File: src/rtl/event_scheduler.sv
`default_nettype none
// ============================================================================
// Module   : event_scheduler
// Purpose  : FIFO of timestamped events that drives per-channel value strobes
//            when each head event's time arrives. Optional macro:
//            EVENT_SCHEDULER_HOLD_EN (input_data holds last dispatched value).
// Revision : 1.0
// ============================================================================
module event_scheduler #(
    parameter int NUM_CH = 2,
    parameter int DATA_W = 64,
    parameter int TS_W   = 32,
    parameter int DEPTH  = 16
) (
    input  logic                     clk,
    input  logic                     rst,
    input  logic                     en,
    input  logic                     ev_valid,
    output logic                     ev_ready,
    input  logic [TS_W-1:0]          ev_ts,
    input  logic [NUM_CH-1:0]        ev_mask,
    input  logic [NUM_CH*DATA_W-1:0] ev_data,
    output logic [NUM_CH*DATA_W-1:0] input_data,
    output logic [NUM_CH-1:0]        new_input,
    output logic                     late,
    output logic [TS_W-1:0]          time_now,
    output logic [$clog2(DEPTH):0]   count
);

    localparam int AW = $clog2(DEPTH);
    localparam logic [AW:0] FULL_CNT = (AW+1)'(DEPTH);

    logic [TS_W-1:0]          ts_mem   [DEPTH];
    logic [NUM_CH-1:0]        mask_mem [DEPTH];
    logic [NUM_CH*DATA_W-1:0] data_mem [DEPTH];

    logic [AW-1:0]            wr_ptr;
    logic [AW-1:0]            rd_ptr;
    logic [TS_W-1:0]          head_ts;
    logic [NUM_CH-1:0]        head_mask;
    logic [NUM_CH*DATA_W-1:0] head_data;
    logic signed [TS_W-1:0]   head_diff;
    logic                     head_due;
    logic                     push;
    logic                     pop;

    assign head_ts   = ts_mem[rd_ptr];
    assign head_mask = mask_mem[rd_ptr];
    assign head_data = data_mem[rd_ptr];

    // Modular difference keeps the due test correct across time_now wrap.
    assign head_diff = head_ts - time_now;
    assign head_due  = head_diff[TS_W-1] || (head_diff == '0);

    assign ev_ready = rst && (count < FULL_CNT);
    assign push     = ev_valid && ev_ready;
    // count excludes this edge's push, so a fresh entry waits one cycle.
    assign pop      = en && (count != '0) && head_due;

    always_ff @(posedge clk) begin
        if (push) begin
            ts_mem[wr_ptr]   <= ev_ts;
            mask_mem[wr_ptr] <= ev_mask;
            data_mem[wr_ptr] <= ev_data;
        end
    end

    always_ff @(posedge clk or negedge rst) begin
        if (!rst) begin
            wr_ptr   <= '0;
            rd_ptr   <= '0;
            count    <= '0;
            time_now <= '0;
        end else begin
            if (push)
                wr_ptr <= wr_ptr + 1'b1;
            if (pop)
                rd_ptr <= rd_ptr + 1'b1;
            case ({push, pop})
                2'b10:   count <= count + 1'b1;
                2'b01:   count <= count - 1'b1;
                default: count <= count;
            endcase
            if (en)
                time_now <= time_now + 1'b1;
        end
    end

    always_ff @(posedge clk or negedge rst) begin
        if (!rst) begin
            new_input  <= '0;
            late       <= 1'b0;
            input_data <= '0;
        end else begin
            new_input <= pop ? head_mask : '0;
            late      <= pop && (head_mask != '0) && head_diff[TS_W-1];
            for (int k = 0; k < NUM_CH; k++) begin
                if (pop && head_mask[k])
                    input_data[k*DATA_W +: DATA_W] <= head_data[k*DATA_W +: DATA_W];
`ifndef EVENT_SCHEDULER_HOLD_EN
                else
                    input_data[k*DATA_W +: DATA_W] <= '0;
`endif
            end
        end
    end

endmodule
`default_nettype wire

File: config.mk
export PLATFORM = sky130hd
export DESIGN_NAME = event_scheduler
export DESIGN_NICKNAME = d
export VERILOG_FILES = /design/src/rtl/event_scheduler.sv
export SDC_FILE = /design/constraint.sdc
export NUM_CORES = 2
export LEC_CHECK = 0
export ABC_CLOCK_PERIOD_IN_PS = 7000
export CORE_MARGIN = 2
export CORE_UTILIZATION = 35
export CTS_CLUSTER_SIZE = 40
export DETAILED_ROUTE_END_ITERATION = 8
export SLEW_MARGIN = 25
export SYNTH_ARGS = -nofsm -noshare
export SYNTH_HDL_FRONTEND = slang
export SYNTH_SLANG_ARGS = --single-unit
File: constraint.sdc
create_clock -name clk -period 7 [get_ports clk]
set_input_delay 1.75 -clock clk [delete_from_list [all_inputs] [get_ports clk]]
set_output_delay 1.75 -clock clk [all_outputs]
set_load 0.005 [all_outputs]
======== After elaboration in Yosys (flattened, before gate mapping) ========
Memories as Yosys holds them, arrays and structs flattened.
Index checks and enable logic that the tools add are counted.
operators by class
  add/subtract/negate cells ............... 6
  $lt $le $gt $ge ......................... 1
  eq/ne operators ......................... 2
  multiplexer cells ....................... 6
  reductions and logical operators ........ 13
operator list
  kind                     count
  $mux W64                 2
  $add A32 B1 Y32 const B  1
  $logic_not A32 Y1        1
  $sub A32 B32 Y32         1
  $pmux W5 S2              1
  $add A4 B1 Y4 const B    2
  $logic_and A1 B1 Y1      8
  $add A5 B1 Y5 const B    1
  $lt A5 B5 Y1 const B     1
  $reduce_bool A5 Y1       1
  $sub A5 B1 Y5 const B    1
  $reduce_bool A2 Y1       2
  $eq A2 B1 Y1 const B     1
  $eq A2 B2 Y1 const B     1
  $mux W1                  2
  $mux W2                  1
  $logic_or A1 B1 Y1       1
storage, ports and cells
  register bits after elaboration ......... 176
  bits in writable memories ............... 2592
  input port bits ......................... 166
  output and inout bits ................... 169
  logic and storage cells ................. 38
  memories kept ........................... 3
memories
  memory    depth  bits a word  rd ports  clocked after memory_dff  write ports  line  RTL
  data_mem  16     128          1         0                         1            35    logic [NUM_CH*DATA_W-1:0] data_mem [DEPTH];
  ts_mem    16     32           1         0                         1            33    logic [TS_W-1:0] ts_mem [DEPTH];
  mask_mem  16     2            1         0                         1            34    logic [NUM_CH-1:0] mask_mem [DEPTH];

======== Longest topological paths before layout ========
An unclocked memory read counts as a cell.
  depth after elaboration ................. 7
  mapped depth ............................ 32
  depth with buffers taken out ............ 24

======== Least setup slack after synthesis ========
Ideal clock, no wire load.
  kind .................................... register -> register
  start point ............................. reg rd_ptr[0]
  end point ............................... reg count[4]
  library setup time ...................... 0.125 ns
  arrival time ............................ 6.951 ns
  required time ........................... 6.875 ns
  setup slack ............................. -0.077 ns
  cell stages (with the launch flop) ...... 32
  buffers on the path ..................... 9
  clock period less this slack ............ 7.077 ns
  cell sequence ........................... dfrtp_1 > buf_2 > buf_2 > buf_2 > buf_1 > clkbuf_1 > mux4_2 > mux4_2 > ha_1 > clkbuf_2 > a21o_1 > a31o_1 > a21o_1 > a221o_1 > a31oi_4 > o21ai_0 > xnor2_1 > or2_2 > o21a_1 > buf_6 > buf_8 > buf_6 > inv_1 > ha_1 > inv_1 > fa_1 > inv_1 > a21o_1 > a21oi_1 > xnor2_1 > nor2_1 > xor2_1
between the ends
  longest elaborated chain between the ends .. 7
  elaborated cells between the ends (all ways) .. 9
  classes of those cells .................. add/sub: 1; eq/ne: 2; mux: 1; reduce/logical: 4; memory: 1
RTL lines
  element                                                   line  RTL
  start: declaration                                        38    logic [AW-1:0] rd_ptr;
  start signal: assignment                                  78    rd_ptr <= rd_ptr + 1'b1;
  $mem_v2 Z16 W32 (*)                                       n/a
  $sub A32 B32 Y32 (*)                                      52    assign head_diff = head_ts - time_now;
  $logic_not A32 Y1                                         53    assign head_due = head_diff[TS_W-1] || (head_diff == '0);
  $logic_or A1 B1 Y1 (*)                                    53
  $logic_and A1 B1 Y1 (*)                                   58    assign pop = en && (count != '0) && head_due;
  net pop                                                   45    logic pop;
  $eq A2 B1 Y1 / $eq A2 B2 Y1 (equally long branches)       79    case ({push, pop})
  $pmux W5 S2 / $reduce_bool A2 Y1 (equally long branches)  n/a
  end signal: assignment                                    80    2'b10: count <= count + 1'b1;
  end signal: assignment                                    81    2'b01: count <= count - 1'b1;
  end signal: assignment                                    82    default: count <= count;
  end: declaration                                          27    output logic [$clog2(DEPTH):0] count
Mark *: on every way through the listed nets, which the timed path passes. The rest lies on a longest branch.
A chain may end at the register's enable or synchronous reset.

======== Worst setup path in the final report ========
Same ends and word-level chain as after synthesis.

==> impl_metrics.toml <==
[die]
core_area_um2 = 302000
dieHeight_um = 555
die_area_um2 = 308000
design.portCount = 335
floorplan.die.width_um = 555
floorplan.initialDensity_pct = 35.1
fp-row-count = 202

[synthesis]
yosys.area_share.adder_pct = 0.521
postSynthCellCount = 4486
synth.distinct_cells = 63
ys_dominant_reg_cell = "edfxtp_1"
synth.yosys.seq_area_share_pct = 77.5
avgSynthCellArea_um2 = 23.7
synth-compound-area-share_pct = 0.995
synth.area.mux_share_pct = 17.2
synth_top_family_by_area = "multiplexers"
ys_async_sr_fraction_pct = 6.36
synth_simple_gate_area_share_pct = 2.22
xor_xnor_portion_of_the_synthesized_cell_area_pct = 0.429
synth.cell_area_um2 = 106000
postSynthNetCount = 4695
yosys_register_bits = 2768
synth_warnings = 0
synth-edff-count = 2592

[global_routing]
grt_antenna_before_repair = 65
grt_pass1_vias = 51107
most_utilized_layer_in_the_global_route_result = "met2"
grt.overflow.total = 0
global_route.usage.met1_pct = 24.6
grt_start_max_net_pins = 124
track_usage_pct = 16.9
grt_use_met3_pct = 3.52
grt_pass1_wl_um = 377000
use_met2_pct = 26.3

[cts]
cts.hold.buffers_added = 0
tritoncts = "yes"
post_cts.resized_instances = 0
cts_htree_levels = 5
clock_tree.root_cell = "clkbuf_16"
cts.clk_slew.worst_paths_ns = 0.06
clk_path_buf_depth = 4
cts_made_buffers = 297
clock-sinks = 2768
worst_skew_pair.late_latency_ns = 0.90

[power_and_ir_drop]
power.density_nw_per_um2 = 395
vdd.ir_drop.worst_v = 0.000398
leakage_nw = 39.4

[route]
drt-wirelength-per-cell_um = 28.4
route.detailed.vias_per_inst = 5.36
drt-initial-drc-count = 5177
route.antenna.remaining_nets = 0
remaining_drc_errors = 0
num_vias = 49600
detailedRoute.firstPassIterationCount = 5
finalWirelength_um = 263000

[final_layout]
drive_gt1_share_pct = 27.8
fillcell_total = 26013
seq_area_um2 = 82300
final_cell_mix = "edfxtp_1, mux4_2, clkdlybuf4s50_1"
design.final.nets = 5233
syn_to_layout_area_delta_pct = 17.9
final_common_cell = "edfxtp_1"
footprint_of_the_multi_input_gates_um2 = 22800

[timing]
min_period_ns = 6.57
period_share_pct = 93.9
slew_violations = 0
whs_ns = 0.496
final-setup-viol-count = 0
worst-slew-pin-transition_ns = 1.15
rsz0062_at_grt = "no"
fin_worst_skew_ns = 0.0545
slew_headroom_pct = 23.6
final.setup.tns_ns = 0
fmaxAchievable_mhz = 152
finalHoldViolations = 0

[critical_path]
critical-path-top-delay-family = "compound AO/OA/AOI/OAI gates"
critical_path.most_common_cell = "inv_1"
critPathSlowestCell = "dfrtp_4"
timing.critical_path.cells = "buf_12 > mux4_2 > mux4_2 > ha_1 > nand2_1 > o21ai_0 > a21boi_0 > a31o_2 > a2111oi_0 > nand4_1 > nor4_1 > nand4_1 > o21a_4 > inv_1 > ha_1 > inv_1 > fa_1 > inv_1 > a21o_1 > a21oi_1 > xnor2_1 > nor2_1 > xor2_1"
critical-path-max-stage-delay_ns = 0.55
worst-path-max-fanout = 18
worstSetupEndpointType = "flop"
worst-endpoint-required_ns = 7.79
cp_data_arrival_time_ns = 7.36
crit_buf_inv = 4
critPathKind = "flop to flop"
worstSetupStartpointType = "flop"

[job]
max_cap_viol_count = 0

[hold_path]
min-delay-path-class = "flop to flop"

[place]
gpl.final_weighted_congestion = 0.866
io_buffer_count = 334
place_hpwl_um = 139000

[run_status]
outcome = "completed"
-- synthesized netlist by cell type (3+ instances only) --
master        n  share of area [%]
edfxtp_1   2592                 73
mux4_2      792                 17
dfrtp_1     176                4.2
clkbuf_1    155               0.55
nor3b_2      60               0.71
nor3b_1      58               0.41
a21oi_1      55               0.26
inv_1        52               0.18
nor2_1       47               0.17
nand2_1      46               0.16
buf_1        44               0.16
ha_1         41               0.48
xnor2_1      41               0.34
o21ai_0      33               0.16
nor3_1       26               0.12
nand4_1      24               0.14
mux2i_1      23               0.22
buf_2        21              0.099
and2_1       20               0.12
mux2_2       17               0.18
a21o_1       14              0.099
nand3_1      14              0.066
a211oi_1     13              0.092
nor4_1       12              0.071
xor2_1       11              0.091
o21a_1        8              0.057
buf_8         7              0.099
nor3_2        7              0.066
nand2b_1      6              0.035
and3_1        5              0.029
a31o_2        4              0.033
o2111ai_1     4              0.033
o211ai_1      4              0.028
or3_1         4              0.024
a31oi_1       3              0.018
and4_1        3              0.025
nor2b_1       3              0.018
o21bai_1      3              0.021
o221ai_1      3              0.025
or2_2         3              0.018
-- state kept, by name (all words and copies together) (netlist names), 2 cells and up --
name	flops
count	5
data_mem	2048
input_data	128
mask_mem	32
new_input	2
rd_ptr	4
time_now	32
ts_mem	512
wr_ptr	4
-- kinds of logic (layout without fill, tap and decap cells) --
kind of cell             after synthesis  count (layout)
flip-flops                          2768            2768
multiplexers                         833             833
other                                  0              14
buffers and inverters                282            1060
AO/OA/AOI/OAI                        165             165
XOR/XNOR                              52              52
AND/OR/NAND/NOR                      343             343
adder cells (fa/ha/maj)               43              43
-- area by class of cell --
type	count	area share [%]
well taps	3978	3.98
flip-flops and latches	2768	65.7
multi-input cells	1436	18.2
diodes	14	0.0280
clock buffers	380	6.30
clock inverters	159	1.47
repair buffers	469	4.16
inverters	52	0.156
-- final timing paths --
path | from | endpoint | cells after the start | slack [ns]
max reg2reg | rd_ptr[0]$_DFFE_PN0P_ | count[4]$_DFFE_PN0P_ | 23 | 0.43
min reg2reg | time_now[8]$_DFFE_PN0P_ | time_now[8]$_DFFE_PN0P_ | 1 | 0.50
min in group asynchronous | rst | time_now[17]$_DFFE_PN0P_ | 1 | 0.70
min | time_now[8]$_DFFE_PN0P_ | time_now[8]$_DFFE_PN0P_ | 1 | 0.50
max | rd_ptr[0]$_DFFE_PN0P_ | count[4]$_DFFE_PN0P_ | 23 | 0.43
max in group asynchronous | rst | input_data[7]$_DFF_PN0_ | 3 | 4.46
-- metrics by stage --
stage                     utilization, %  area [um^2]  setup WS, ns  power [mW]  instances
after floorplan                        -       106000       0.00790        29.7       4486
after global placement              38.1       115000         0.288        34.2       8697
after detailed placement            38.1       115000         0.393        34.3       8698
after CTS                           41.4       125000         0.312        50.0       9237
after global routing                41.4       125000         0.102        51.5       9245
final                               41.4       125000         0.429        49.4       9256
-- where the power goes --
group / internal [mW] / leakage, nW / total [mW] / switching, mW
clock network: 9.10 / 4.75 / 15.7 / 6.56
logic: 6.92 / 8.98 / 14.5 / 7.58
registers: 18.9 / 25.6 / 19.2 / 0.386
total: 34.9 / 39.4 / 49.4 / 14.5
-- repair_timing --
action	4_1_cts	5_1_grt
endpoints found under the setup margin	0	1
hold endpoints to repair	0	0
setup buffers	0	3
-- layer usage --
layer / up-vias / wire [um]
li1: 20231 / -
met1: 27216 / 117000
met2: 1668 / 123000
met3: 429 / 18700
met4: 56 / 4810
met5: - / 344
Power figures use the tool's default switching activity.
